<file path="config.mk">
export PLATFORM = sky130hd
export DESIGN_NAME = led_row_scan_flat
export DESIGN_NICKNAME = d
export VERILOG_FILES = /design/src/rtl/led_row_scan_if.sv /design/src/rtl/led_row_scan.sv /design/src/flat_wrapper.sv
export SDC_FILE = /design/constraint.sdc
export NUM_CORES = 1
export LEC_CHECK = 0
export CAP_MARGIN = 10
export CORE_ASPECT_RATIO = 0.9
export CORE_MARGIN = 1.5
export CORE_UTILIZATION = 35
export CTS_CLUSTER_DIAMETER = 150
export CTS_CLUSTER_SIZE = 10
export DETAILED_ROUTE_END_ITERATION = 10
export PLACE_DENSITY = 0.57
export SYNTH_ARGS = -nofsm -noshare
export SYNTH_HDL_FRONTEND = slang
export SYNTH_SLANG_ARGS = --single-unit
</file>
<file path="constraint.sdc">
create_clock -name clk_in -period 4.75 [get_ports clk_in]
set_clock_uncertainty 0.15 [all_clocks]
set_input_delay 1.425 -clock clk_in [delete_from_list [all_inputs] [get_ports clk_in]]
set_output_delay 1.425 -clock clk_in [all_outputs]
set_load 0.1 [all_outputs]
</file>
<file path="src/rtl/led_row_scan_if.sv">
// Panel-side signal bundle for the row-scan sequencer.
// The sequencer owns every output and only listens to the enable request.
interface led_row_scan_if #(
    parameter int ROW_BITS = 4,
    parameter int COLS     = 64,
    parameter int PLANES   = 3
);
    localparam int COL_W = (COLS > 1) ? $clog2(COLS) : 1;
    localparam int PL_W  = (PLANES > 1) ? $clog2(PLANES) : 1;

    logic                enable;
    logic [ROW_BITS-1:0] row_addr;
    logic                oe_n;
    logic                lat;
    logic                shift_en;
    logic [COL_W-1:0]    col;
    logic [ROW_BITS-1:0] shift_row;
    logic [PL_W-1:0]     plane;
    logic                frame_start;

    // Requesting side: raises enable, observes the scan sequence.
    modport master (
        output enable,
        input  row_addr, oe_n, lat, shift_en, col, shift_row, plane, frame_start
    );

    // Sequencer side: drives the panel timing signals.
    modport slave (
        input  enable,
        output row_addr, oe_n, lat, shift_en, col, shift_row, plane, frame_start
    );
endinterface

</file>
<file path="src/rtl/led_row_scan.sv">
// HUB75-style row-scan sequencer: for each row and bit plane it shifts COLS
// pixels, blanks the panel, latches the row, then displays it for a
// binary-weighted dwell (BASE_TICKS << plane). All outputs are registered.
module led_row_scan #(
    parameter int ROW_BITS     = 4,
    parameter int COLS         = 64,
    parameter int PLANES       = 3,
    parameter int BLANK_CYCLES = 2,
    parameter int BASE_TICKS   = 1
) (
    input  logic          clk_in,
    input  logic          rst_in,
    led_row_scan_if.slave bus
);
    localparam int COL_W = (COLS > 1) ? $clog2(COLS) : 1;
    localparam int PL_W  = (PLANES > 1) ? $clog2(PLANES) : 1;
    localparam int BLK_W = (BLANK_CYCLES > 1) ? $clog2(BLANK_CYCLES) : 1;

    // Longest dwell is computed in 64 bits so the timer width never truncates it;
    // the +1 keeps BASE_TICKS itself representable even when PLANES == 1.
    localparam logic [63:0] MAX_DWELL = 64'(BASE_TICKS) << (PLANES - 1);
    localparam int          TMR_W     = $clog2(MAX_DWELL + 64'd1);

    localparam logic [COL_W-1:0] COL_LAST = COL_W'(COLS - 1);
    localparam logic [BLK_W-1:0] BLK_LAST = BLK_W'(BLANK_CYCLES - 1);
    localparam logic [PL_W-1:0]  PL_LAST  = PL_W'(PLANES - 1);

    localparam logic [2:0] S_IDLE  = 3'd0;
    localparam logic [2:0] S_SHIFT = 3'd1;
    localparam logic [2:0] S_BLANK = 3'd2;
    localparam logic [2:0] S_LATCH = 3'd3;
    localparam logic [2:0] S_SHOW  = 3'd4;

    logic [2:0]          state_q, state_d;
    logic [COL_W-1:0]    col_q, col_d;
    logic [BLK_W-1:0]    blank_q, blank_d;
    logic [TMR_W-1:0]    tmr_q, tmr_d;
    logic [ROW_BITS-1:0] shift_row_q, shift_row_d;
    logic [PL_W-1:0]     plane_q, plane_d;
    logic [ROW_BITS-1:0] row_addr_q, row_addr_d;
    logic                oe_n_q, oe_n_d;
    logic                lat_q, lat_d;
    logic                shift_en_q, shift_en_d;
    logic                frame_start_q, frame_start_d;

    // Next-state decode: strobes default to inactive and the panel to dark,
    // so only the states that need them turn anything on.
    always_comb begin
        state_d       = state_q;
        col_d         = col_q;
        blank_d       = blank_q;
        tmr_d         = tmr_q;
        shift_row_d   = shift_row_q;
        plane_d       = plane_q;
        row_addr_d    = row_addr_q;
        oe_n_d        = 1'b1;
        lat_d         = 1'b0;
        shift_en_d    = 1'b0;
        frame_start_d = 1'b0;

        case (state_q)
            S_IDLE: begin
                if (bus.enable) begin
                    state_d       = S_SHIFT;
                    shift_en_d    = 1'b1;
                    col_d         = '0;
                    shift_row_d   = '0;
                    plane_d       = '0;
                    frame_start_d = 1'b1;
                end
            end
            S_SHIFT: begin
                if (col_q == COL_LAST) begin
                    state_d = S_BLANK;
                    blank_d = '0;
                end else begin
                    shift_en_d = 1'b1;
                    col_d      = col_q + COL_W'(1);
                end
            end
            S_BLANK: begin
                if (blank_q == BLK_LAST) begin
                    // The row address moves together with the latch strobe.
                    state_d    = S_LATCH;
                    lat_d      = 1'b1;
                    row_addr_d = shift_row_q;
                end else begin
                    blank_d = blank_q + BLK_W'(1);
                end
            end
            S_LATCH: begin
                state_d = S_SHOW;
                oe_n_d  = 1'b0;
                tmr_d   = (TMR_W'(BASE_TICKS) << plane_q) - TMR_W'(1);
            end
            S_SHOW: begin
                if (tmr_q != '0) begin
                    oe_n_d = 1'b0;
                    tmr_d  = tmr_q - TMR_W'(1);
                end else if (!bus.enable) begin
                    // Stop cleanly between planes; the panel keeps its last row address.
                    state_d     = S_IDLE;
                    col_d       = '0;
                    shift_row_d = '0;
                    plane_d     = '0;
                end else begin
                    state_d    = S_SHIFT;
                    shift_en_d = 1'b1;
                    col_d      = '0;
                    if (plane_q != PL_LAST) begin
                        plane_d = plane_q + PL_W'(1);
                    end else begin
                        plane_d       = '0;
                        shift_row_d   = shift_row_q + ROW_BITS'(1);
                        frame_start_d = (shift_row_q == '1);
                    end
                end
            end
            default: begin
                state_d = S_IDLE;
            end
        endcase
    end

    // State and output registers; reset darkens the panel without waiting for a clock.
    always_ff @(posedge clk_in or posedge rst_in) begin
        if (rst_in) begin
            state_q       <= S_IDLE;
            col_q         <= '0;
            blank_q       <= '0;
            tmr_q         <= '0;
            shift_row_q   <= '0;
            plane_q       <= '0;
            row_addr_q    <= '0;
            oe_n_q        <= 1'b1;
            lat_q         <= 1'b0;
            shift_en_q    <= 1'b0;
            frame_start_q <= 1'b0;
        end else begin
            state_q       <= state_d;
            col_q         <= col_d;
            blank_q       <= blank_d;
            tmr_q         <= tmr_d;
            shift_row_q   <= shift_row_d;
            plane_q       <= plane_d;
            row_addr_q    <= row_addr_d;
            oe_n_q        <= oe_n_d;
            lat_q         <= lat_d;
            shift_en_q    <= shift_en_d;
            frame_start_q <= frame_start_d;
        end
    end

    assign bus.row_addr    = row_addr_q;
    assign bus.oe_n        = oe_n_q;
    assign bus.lat         = lat_q;
    assign bus.shift_en    = shift_en_q;
    assign bus.col         = col_q;
    assign bus.shift_row   = shift_row_q;
    assign bus.plane       = plane_q;
    assign bus.frame_start = frame_start_q;
endmodule

</file>
<file path="src/flat_wrapper.sv">
// flat-port wrapper written by rule: the top's interface ports become plain ports
module led_row_scan_flat 
#(
    parameter int ROW_BITS     = 4,
    parameter int COLS         = 64,
    parameter int PLANES       = 3,
    parameter int BLANK_CYCLES = 2,
    parameter int BASE_TICKS   = 1
)
  (clk_in, rst_in, bus_enable, bus_row_addr, bus_oe_n, bus_lat, bus_shift_en, bus_col, bus_shift_row, bus_plane, bus_frame_start);
  led_row_scan_if #(.ROW_BITS(ROW_BITS), .COLS(COLS), .PLANES(PLANES)) bus_i ();
  input  logic clk_in;
  input  logic rst_in;
  input wire logic [$bits(bus_i.enable)-1:0] bus_enable;
  output wire logic [$bits(bus_i.row_addr)-1:0] bus_row_addr;
  output wire logic [$bits(bus_i.oe_n)-1:0] bus_oe_n;
  output wire logic [$bits(bus_i.lat)-1:0] bus_lat;
  output wire logic [$bits(bus_i.shift_en)-1:0] bus_shift_en;
  output wire logic [$bits(bus_i.col)-1:0] bus_col;
  output wire logic [$bits(bus_i.shift_row)-1:0] bus_shift_row;
  output wire logic [$bits(bus_i.plane)-1:0] bus_plane;
  output wire logic [$bits(bus_i.frame_start)-1:0] bus_frame_start;
  assign bus_i.enable = bus_enable;
  assign bus_row_addr = bus_i.row_addr;
  assign bus_oe_n = bus_i.oe_n;
  assign bus_lat = bus_i.lat;
  assign bus_shift_en = bus_i.shift_en;
  assign bus_col = bus_i.col;
  assign bus_shift_row = bus_i.shift_row;
  assign bus_plane = bus_i.plane;
  assign bus_frame_start = bus_i.frame_start;
  led_row_scan #(.ROW_BITS(ROW_BITS), .COLS(COLS), .PLANES(PLANES), .BLANK_CYCLES(BLANK_CYCLES), .BASE_TICKS(BASE_TICKS)) u_core (.clk_in(clk_in), .rst_in(rst_in), .bus(bus_i));
endmodule
</file>
# Yosys cells after proc, flatten, opt, wreduce, memory -nomap -nowiden
# Index checks and enable logic that the tools add are counted.
dict set report classes {
  reduce_logical 13
  n_shift 1
  n_mux 37
  eq_ne 14
  n_addsub 6
}
# cell count
set ops {}
lappend ops {{$mux W6} 3}
lappend ops {{$pmux W6 S3} 1}
lappend ops {{$mux W4} 4}
lappend ops {{$mux W3} 5}
lappend ops {{$pmux W3 S5} 1}
lappend ops {{$mux W1} 12}
lappend ops {{$reduce_and A4 Y1} 3}
lappend ops {{$mux W2} 4}
lappend ops {{$ne A2 B2 Y1 const B} 4}
lappend ops {{$pmux W4 S2} 1}
lappend ops {{$add A6 B1 Y6 const B} 1}
lappend ops {{$eq A3 B2 Y1 const B} 2}
lappend ops {{$eq A6 B6 Y1 const B} 1}
lappend ops {{$ne A2 B1 Y1 const B} 3}
lappend ops {{$pmux W1 S2} 3}
lappend ops {{$pmux W3 S2} 1}
lappend ops {{$reduce_and A2 Y1} 3}
lappend ops {{$reduce_bool A2 Y1} 3}
lappend ops {{$reduce_bool A3 Y1} 2}
lappend ops {{$add A4 B1 Y4 const B} 1}
lappend ops {{$eq A4 B4 Y1 const B} 1}
lappend ops {{$pmux W2 S2} 1}
lappend ops {{$eq A3 B1 Y1 const B} 1}
lappend ops {{$eq A3 B3 Y1 const B} 1}
lappend ops {{other kinds (9)} 9}
dict set report word_totals {
  regBits 27
  in_bits 3
}

# Longest topological paths before layout
# Gate-level depths: netlist of the first run.
dict set report depth {
  depth_word 5
  depth_mapped 6
}

# Worst setup path after synthesis of the first run
# OpenSTA, ideal clock, no wires.
dict set report synth_path {
  kind {register -> output}
  start {register u_core.plane_q[0] (netlist: u_core.bus.plane[0])}
  end {output port bus_plane[0]}
  setup_slack_ps 2193
  arrival_time_ps 982
  n_path_buf 0
  path_stages_with_launch 1
  path_cell_list {dfrtp_1}
}
# element line_no
set synth_lines {}
lappend synth_lines {{start: declaration} led_row_scan.sv:39} ;# logic [PL_W-1:0] plane_q, plane_d;
lappend synth_lines {{start signal: assignment} led_row_scan.sv:145} ;# plane_q <= plane_d;
lappend synth_lines {{end: declaration} flat_wrapper.sv:21} ;# output wire logic [$bits(bus_i.plane)-1:0] bus_plane;
# No word-level cell between the ends.

# Worst setup path in the final report of the first run
dict set report layout_path {
  start {register u_core.plane_q[1] (netlist: u_core.bus.plane[1])}
  end {output port bus_plane[1]}
}
# No word-level cell between the ends.

==> impl_metrics.toml, run 1 <==
[logic_synthesis]
synthXorXnorAreaFrac = 0.0247
synth_mux_area_frac = 0.0423
ys_seq_area_frac = 0.477
synth-simple-area-share = 0.193
async_flop_share = 1.00
yosys_most_used_dff = "dfrtp_1"
yosysWarningCount = 0
netlist_area_sq_mm = 0.00142
netlist-cell-type-count = 44
synth_largest_area_cell = "dfrtp_1"
synthAdderAreaFrac = 0.0352
yosys_register_bits = 27
synth_top_area_frac = 0.458
synth_edf_count = 0
synthTopCellsByArea = "dfrtp_1 46%, mux2_4 4.2%, nor3b_4 4.0%"
syn_nets = 137
synth_top_family_by_area = "simple AND/OR/NAND/NOR gates"
synth_compound_gate_area_share = 0.177
postSynthCellCount = 130
syn_avg_cell_area_sq_um = 10.9

[route]
avgViaCountPerCell = 5.22
drt_iter0_markers = 30
ant_nets = 0
totalWireLength_mm = 2.72
via_count = 1028
first_pass_iters = 4
drc = 0
wl_per_cell_microns = 13.8

[sta]
fin_crit_ps = 3530
worst_pin_slew_ps = 1020
maxSlewHeadroom = 0.316
fin_tns_setup_ps = 0
clock.fmax_ghz = 0.283
setup_viol = 0
rsz0062_at_grt = "false"
final-hold-violation-count = 0
slew_viol_final = 0
finalCritPeriodShare = 0.743

[global_routing]
antenna_found_initial = 0
grt_first_pass_wirelength_mm = 4.82
overflow = 0
grt_pass1_vias = 1026
track_usage = 0.134
grt_max_degree = 28

[critical_path]
end_kind = "output pin"
path_max_fanout = 9
crit_buf_inv = 1
critPathRequiredTime_ps = 3170
critPathTopFamily = "buffers and inverters"
crit_type = "reg -> out"
cp_cell_sequence = "clkdlybuf4s50_1"
critPathMaxStageDelay_ps = 1180
cpMaxStageDelayCell = "clkdlybuf4s50_1"
critPathLaunchType = "register"
worstPathArrival_ps = 1950

[place]
dp_hpwl_mm = 1.94
place.gp.congestion = 0.796
io_buffers = 22

[pwr]
p_int_mw = 0.354
pwr-share-clk = 0.230
p_per_area_mw_per_mm2 = 344
swShare = 0.396
total_power_mw = 0.586
power_leakage_nw = 0.720
p_switching_mw = 0.232
p_comb_frac = 0.320
p_seq_frac = 0.449
peakVddDrop_mv = 0.140

[cts]
htreeDepth = 1
clock_latency_ps = 270
ctsResizeCount = 0
hold_buffers = 0
cts_sinks = 27
cts_tree = "yes"
post_cts_buffers = 0
ctsLongestPathBuffers = 2
root_buffer = "clkbuf_8"
clkTransAtPathRegs_ps = 100
cts_buffers = 3

[floorplan]
ios = 23
start_util = 0.373
dieArea_sq_mm = 0.00445
core.rowCount = 21
die_h_microns = 63.4
die_w_microns = 70.1
core_sq_mm = 0.00381

[job]
drv_cap = 0

[layout]
final.fill_count = 359
synthToLayoutAreaGrowth_pct = 20.0
layout-drive-gt1-share = 0.132
utilization = 0.447
num_antenna_cells = 0
fin_nets = 159

[hold_path]
hold_path_class = "reg -> reg"

[status]
outcome = "finished clean"
==> through the flow <==
stage | cell area (sq um) | hold slack, ps | setup slack [ps] | instances
final | 1700 | 337 | 1220 | 197
after global routing | 1700 | 372 | 1150 | 197
after CTS | 1700 | 343 | 1220 | 197
after detailed placement | 1660 | 331 | 1540 | 193
after global placement | 1660 | 328 | 1550 | 193
after floorplan | 1420 | 302 | 2190 | 130
==> area by class of cell <==
type | instances | area (sq um) | share of cell area
sequential | 27 | 677 | 0.397
multi-input combinational | 90 | 671 | 0.394
timing repair buffer | 22 | 220 | 0.129
tap | 46 | 57.6 | 0.0338
clock buffer | 3 | 41.3 | 0.0242
inverter | 8 | 30.0 | 0.0176
clock inverter | 1 | 7.51 | 0.00441
==> power groups by stage <==
stage	Combinational [mW]	Clock, mW	Sequential (mW)
finish	0.188	0.135	0.263
global route	0.198	0.150	0.267
CTS	0.189	0.141	0.263
detailed placement	0.189	0	0.268
global placement	0.187	0	0.267
floorplan	0.0461	0	0.367
==> registers in the layout, summed over array words and instances, names as in the netlist, 2 cells and up <==
signal / flops
u_core.bus.col: 6
u_core.state_q: 3
u_core.bus.row_addr: 4
u_core.bus.shift_row: 4
u_core.tmr_q: 3
u_core.bus.plane: 2
==> placed cells by master (no fill, tap or decap), types with 4 or more instances in the layout <==
| cell | n |
|---|---|
| a21oi_1 | 6 |
| clkdlybuf4s50_1 | 22 |
| dfrtp_1 | 26 |
| ha_1 | 4 |
| inv_1 | 7 |
| mux2_4 | 4 |
| nand2_1 | 8 |
| nand3_1 | 6 |
| nor2_1 | 4 |
| o21ai_0 | 6 |
| o21ai_1 | 6 |
| o31ai_1 | 4 |
==> worst paths after layout <==
path / from / endpoint / slack [ps] / cells after the start
min: u_core.tmr_q[0] / u_core.tmr_q[0] / 340 / 1
max: u_core.bus.plane[1] / bus_plane[1] / 1220 / 1
max reg2reg: u_core.state_q[2] / u_core.tmr_q[1] / 2720 / 4
max in group asynchronous: rst_in / u_core.state_q[0] / 2290 / 2
min in group asynchronous: rst_in / u_core.bus.lat / 1530 / 2
min reg2reg: u_core.tmr_q[0] / u_core.tmr_q[0] / 340 / 1
==> routing by layer <==
layer / GRT usage / vias to the layer above / wire [microns]
met5: 0 / - / 0
met4: 0.0337 / 0 / 40
met3: 0.0400 / 4 / 104
met2: 0.205 / 26 / 1170
met1: 0.187 / 487 / 1410
li1: - / 511 / -
==> kinds of logic (layout without fill, tap and decap cells) <==
group / Yosys count / after routing
buf+inv: 13 / 34
fa+ha+maj: 4 / 4
compound gates: 37 / 37
xor+xnor: 4 / 4
mux: 4 / 4
simple gates: 41 / 41
flops: 27 / 27
==> synth_stat cells, types with 2 or more instances <==
| master | number |
|---|---|
| nor2_1 | 4 |
| nand2_1 | 8 |
| a21oi_1 | 6 |
| nor3b_4 | 3 |
| xor2_1 | 2 |
| a211oi_1 | 2 |
| buf_4 | 2 |
| ha_1 | 4 |
| mux2_4 | 4 |
| o21ai_0 | 6 |
| a31oi_1 | 3 |
| dfrtp_1 | 26 |
| nand3_1 | 6 |
| inv_1 | 7 |
| and3_1 | 2 |
| and2b_1 | 3 |
| nand2b_1 | 2 |
| buf_6 | 2 |
| xnor2_1 | 2 |
| nor3_1 | 2 |
| o21ai_1 | 6 |
| o31ai_1 | 4 |
| a22o_1 | 2 |
| nor2b_1 | 2 |
No activity file was read; power rests on OpenSTA's default activity.
==> run 2, diff against run 1 <==
clock period = 3.65 ns   (was 4.75 ns; I/O delays follow)
==> run 2 against run 1 <==
Effect of this change:
- register-to-register slack got worse by 1100 ps
- non-clock buffer count increased by 1
- cell count grew 0.51%
- hold slack better by 7.0 ps
- worst setup slack worse by 85 ps
- sequential share of layout area grew 1.0 points
- core utilization shrank 1.1 points
- first-iteration DRC count shrank 20%
- combinational power rose by 27%
- sequential cell count unchanged
- clock power up 29%
==> impl_metrics.toml, run 2 (same netlist as run 1, synthesis figures left out) <==
[cts]
post_cts_buffers = 0
cts_tree = "yes"
htreeDepth = 1
cts_buffers = 3
ctsLongestPathBuffers = 2
hold_buffers = 0
cts_sinks = 27
clkTransAtPathRegs_ps = 90
clock_latency_ps = 280
root_buffer = "clkbuf_8"
ctsResizeCount = 0

[critical_path]
critPathRequiredTime_ps = 3710
r2r_cells = 4
crit_type = "in -> reg"
worstPathArrival_ps = 2580
rr_endpoint = "u_core.tmr_q[1]"
reg2reg_slack_ps = 1660
timing.rr.start = "u_core.state_q[2]"
path_max_fanout = 8
end_kind = "register"
critPathLaunchType = "input port"

[layout]
fin_area_sq_mm = 0.00166
regArea_sq_um = 677
layout-drive-gt1-share = 0.270
fin_nets = 160
multiInputGateArea_sq_um = 671
num_antenna_cells = 0
mostFrequentLayoutCell = "dfrtp_1"
final_cell_mix = "26 x dfrtp_1, 21 x buf_4, 8 x nand2_1"
largest_register_ffs = 6
synthToLayoutAreaGrowth_pct = 17.0
final_cells = 198
final.fill_count = 360

[route]
drt_iter0_markers = 24
avgViaCountPerCell = 5.18
wl_met3_microns = 99
wl_met1_mm = 1.30
totalWireLength_mm = 2.57
via_count = 1025
wl_met2_mm = 1.15
ant_nets = 0
wl_per_cell_microns = 13.0
top_layer_used = "met4"
drc = 0
first_pass_iters = 4

[pwr]
power_leakage_nw = 0.758
p_per_area_mw_per_mm2 = 454
peakVddDrop_mv = 0.156
total_power_mw = 0.755

[floorplan]
core_sq_mm = 0.00381
ios = 23
start_util = 0.373
die_w_microns = 70.1
core.rowCount = 21
die_h_microns = 63.4
dieArea_sq_mm = 0.00445

[global_routing]
grt_pass1_vias = 995
grt_max_degree = 28
antenna_found_initial = 0
grt_first_pass_wirelength_mm = 4.70
track_usage = 0.131
overflow = 0

[sta]
clock.fmax_ghz = 0.398
fin_tns_setup_ps = 0
finalCritPeriodShare = 0.689
final-hold-violation-count = 0
rsz0062_at_grt = "false"
setup_viol = 0
slew_viol_final = 0
fin_crit_ps = 2510
maxSlewHeadroom = 0.648
whs_ps = 344
worst_pin_slew_ps = 527

[place]
dp.cells = 194
postPlaceCellArea_sq_mm = 0.00161
dp_hpwl_mm = 1.85
io_buffers = 22
place.gp.congestion = 0.736

[status]
outcome = "finished clean"

[hold_path]
hold_path_class = "reg -> reg"
holdCritStartpoint = "u_core.tmr_q[0]"
whs_path_depth = 1
whs_endpoint = "u_core.tmr_q[0]"

[job]
drv_cap = 0
==> run 2: where the power goes <==
part           total (mW)  leakage (nW)  switching (mW)  internal, mW
registers           0.343         0.353          0.0242         0.319
logic               0.238         0.383           0.179        0.0585
clock network       0.174        0.0217          0.0963        0.0776
==> run 2: worst max-delay path: stages <==
cell and delay, ps:
clkdlybuf4s50_1 540, and2b_1 260, o21ai_2 260, and2_1 260, a22o_1 170
==> run 2: worst max path at each step <==
stage                       from                 to  slack, ps  depth (start not counted)
6_report              bus_enable  u_core.bus.col[2]       1140                          5
4_1_cts               bus_enable  u_core.bus.col[2]       1150                          5
3_5_place_dp          bus_enable  u_core.bus.col[2]        860                          5
5_1_grt               bus_enable  u_core.bus.col[2]       1040                          5
2_1_floorplan  u_core.bus.col[0]  u_core.bus.col[1]       1370                          4
3_3_place_gp          bus_enable  u_core.bus.col[5]        930                          5
==> run 2: routing by layer <==
layer	global-route usage	up-vias
met3	0.0416	5
met1	0.184	492
met4	0.0288	0
met5	0	-
li1	-	512
met2	0.198	16
==> run 2: final cells by class <==
type	instances	area share
Sequential cell	27	0.407
Timing Repair Buffer	23	0.107
Inverter	8	0.0181
Clock buffer	3	0.0248
Tap cell	46	0.0346
Multi-Input combinational cell	90	0.404
Clock inverter	1	0.00452
==> run 2: through the flow <==
step | setup WS [ps] | utilization
after floorplan | 1370 | -
after global placement | 926 | 0.423
after detailed placement | 858 | 0.423
after CTS | 1150 | 0.436
after global routing | 1040 | 0.436
final | 1140 | 0.436
==> run 3, diff against run 2 <==
PLACE_DENSITY = 0.59   (was 0.57)
clock period = 2.3 ns   (was 3.65 ns; I/O delays follow)
==> run 3 against run 2 <==
Effect of this change:
- core utilization rose by 7.4 points
- final area grew 17%
- global-route usage up 0.24 points
- critical path depth is the same
- worst setup slack lost 780 ps
==> impl_metrics.toml, run 3 (same netlist as run 1, synthesis figures left out) <==
[status]
outcome = "finished clean"

[pwr]
p_int_mw = 0.798
swShare = 0.379
total_power_mw = 1.29
p_switching_mw = 0.487
p_per_area_mw_per_mm2 = 662
p_comb_frac = 0.353
pwr-share-clk = 0.210
p_seq_frac = 0.437
power_leakage_nw = 0.843
peakVddDrop_mv = 0.298

[cts]
htreeDepth = 1
post_cts_buffers = 0
clkTransAtPathRegs_ps = 90
root_buffer = "clkbuf_8"
ctsResizeCount = 0
ctsLongestPathBuffers = 2
clock_latency_ps = 270
cts_sinks = 27
cts_buffers = 3
cts_tree = "yes"
hold_buffers = 0

[sta]
final-hold-violation-count = 0
clock.fmax_ghz = 0.514
rsz0062_at_grt = "false"
maxSlewHeadroom = 0.625
setup_viol = 0
slew_viol_final = 0
worst_pin_slew_ps = 562
finalCritPeriodShare = 0.846
fin_tns_setup_ps = 0
fin_crit_ps = 1950

[critical_path]
timing.rr.start = "u_core.state_q[2]"
cp-endpoint = "u_core.bus.col[2]"
rr_endpoint = "u_core.tmr_q[2]"
reg2reg_slack_ps = 480
startpoint = "bus_enable"
path_max_fanout = 5
r2r_cells = 4
cp_cell_sequence = "clkdlybuf4s50_1, and2b_1, o21ai_2, and2_1, a22o_1"
critPathMaxStageDelay_ps = 550
critPathRequiredTime_ps = 2320
cpMaxStageDelayCell = "clkdlybuf4s50_1"
worstPathArrival_ps = 1960
end_kind = "register"
crit_type = "in -> reg"
critPathLaunchType = "input port"

[place]
io_buffers = 22
place.gp.congestion = 0.838
postPlaceCellArea_sq_mm = 0.00189
dp_hpwl_mm = 1.99

[layout]
num_antenna_cells = 0
multiInputGateArea_sq_um = 671
mostFrequentLayoutCell = "dfrtp_1"
layout-drive-gt1-share = 0.288
largest_register_ffs = 6
regArea_sq_um = 677
utilization = 0.510
final.fill_count = 340
final_cell_mix = "26 x dfrtp_1, 20 x buf_12, 8 x nand2_1"
synthToLayoutAreaGrowth_pct = 36.7
fin_nets = 164
fin_area_sq_mm = 0.00194

[job]
drv_cap = 0

[global_routing]
grt_pass1_vias = 1009
grt_first_pass_wirelength_mm = 4.69
grt_max_degree = 28
overflow = 0
antenna_found_initial = 0
track_usage = 0.133

[floorplan]
core_sq_mm = 0.00381
ios = 23
die_w_microns = 70.1
die_h_microns = 63.4
start_util = 0.373
core.rowCount = 21
dieArea_sq_mm = 0.00445

[hold_path]
hold_path_class = "reg -> reg"

[route]
via_count = 1049
drt_iter0_markers = 23
ant_nets = 0
first_pass_iters = 4
drc = 0
avgViaCountPerCell = 5.19
totalWireLength_mm = 2.65
wl_per_cell_microns = 13.1
## run 3: metal layers
metal / share of wire / track usage
met5: 0 / 0
met3: 0.040 / 0.0352
met1: 0.50 / 0.177
met4: 0.022 / 0.0577
met2: 0.44 / 0.205
## run 3: area by class of cell
cell class,count,area share
clock buffer,3,0.0213
clock inverter,1,0.00387
inverter,8,0.0155
multi-input combinational,90,0.345
sequential,27,0.349
tap,46,0.0296
timing repair buffer,27,0.236
## run 3: critical path: cells and delay by family
family	cells	cell delay (ps)
AO/OA/AOI/OAI	2	340
AND/OR/NAND/NOR	2	390
buffers and inverters	1	550
## run 3: per-stage QoR
step | hold WS (ps) | instances | setup WS, ps
after floorplan | 302 | 130 | 22.6
after global placement | 323 | 198 | 86.1
after detailed placement | 326 | 198 | 58.8
after CTS | 342 | 202 | 356
after global routing | 387 | 202 | 270
final | 342 | 202 | 355
## run 3: worst min path at each step
stage                                from         endpoint  slack, ps  depth (start not counted)
after floorplan           u_core.tmr_q[0]  u_core.tmr_q[0]        300                          1
after global placement    u_core.tmr_q[0]  u_core.tmr_q[0]        320                          1
after detailed placement  u_core.tmr_q[0]  u_core.tmr_q[0]        330                          1
after CTS                 u_core.tmr_q[0]  u_core.tmr_q[0]        340                          1
after global routing      u_core.tmr_q[0]  u_core.tmr_q[0]        390                          1
final                     u_core.tmr_q[0]  u_core.tmr_q[0]        340                          1
## run 3: power by group through the flow
stage / clock, mW / sequential [mW] / combinational [mW]
after global routing: 0.306 / 0.569 / 0.475
after global placement: 0 / 0.570 / 0.452
after CTS: 0.290 / 0.562 / 0.457
after floorplan: 0 / 0.757 / 0.0952
after detailed placement: 0 / 0.572 / 0.455
final: 0.270 / 0.561 / 0.454
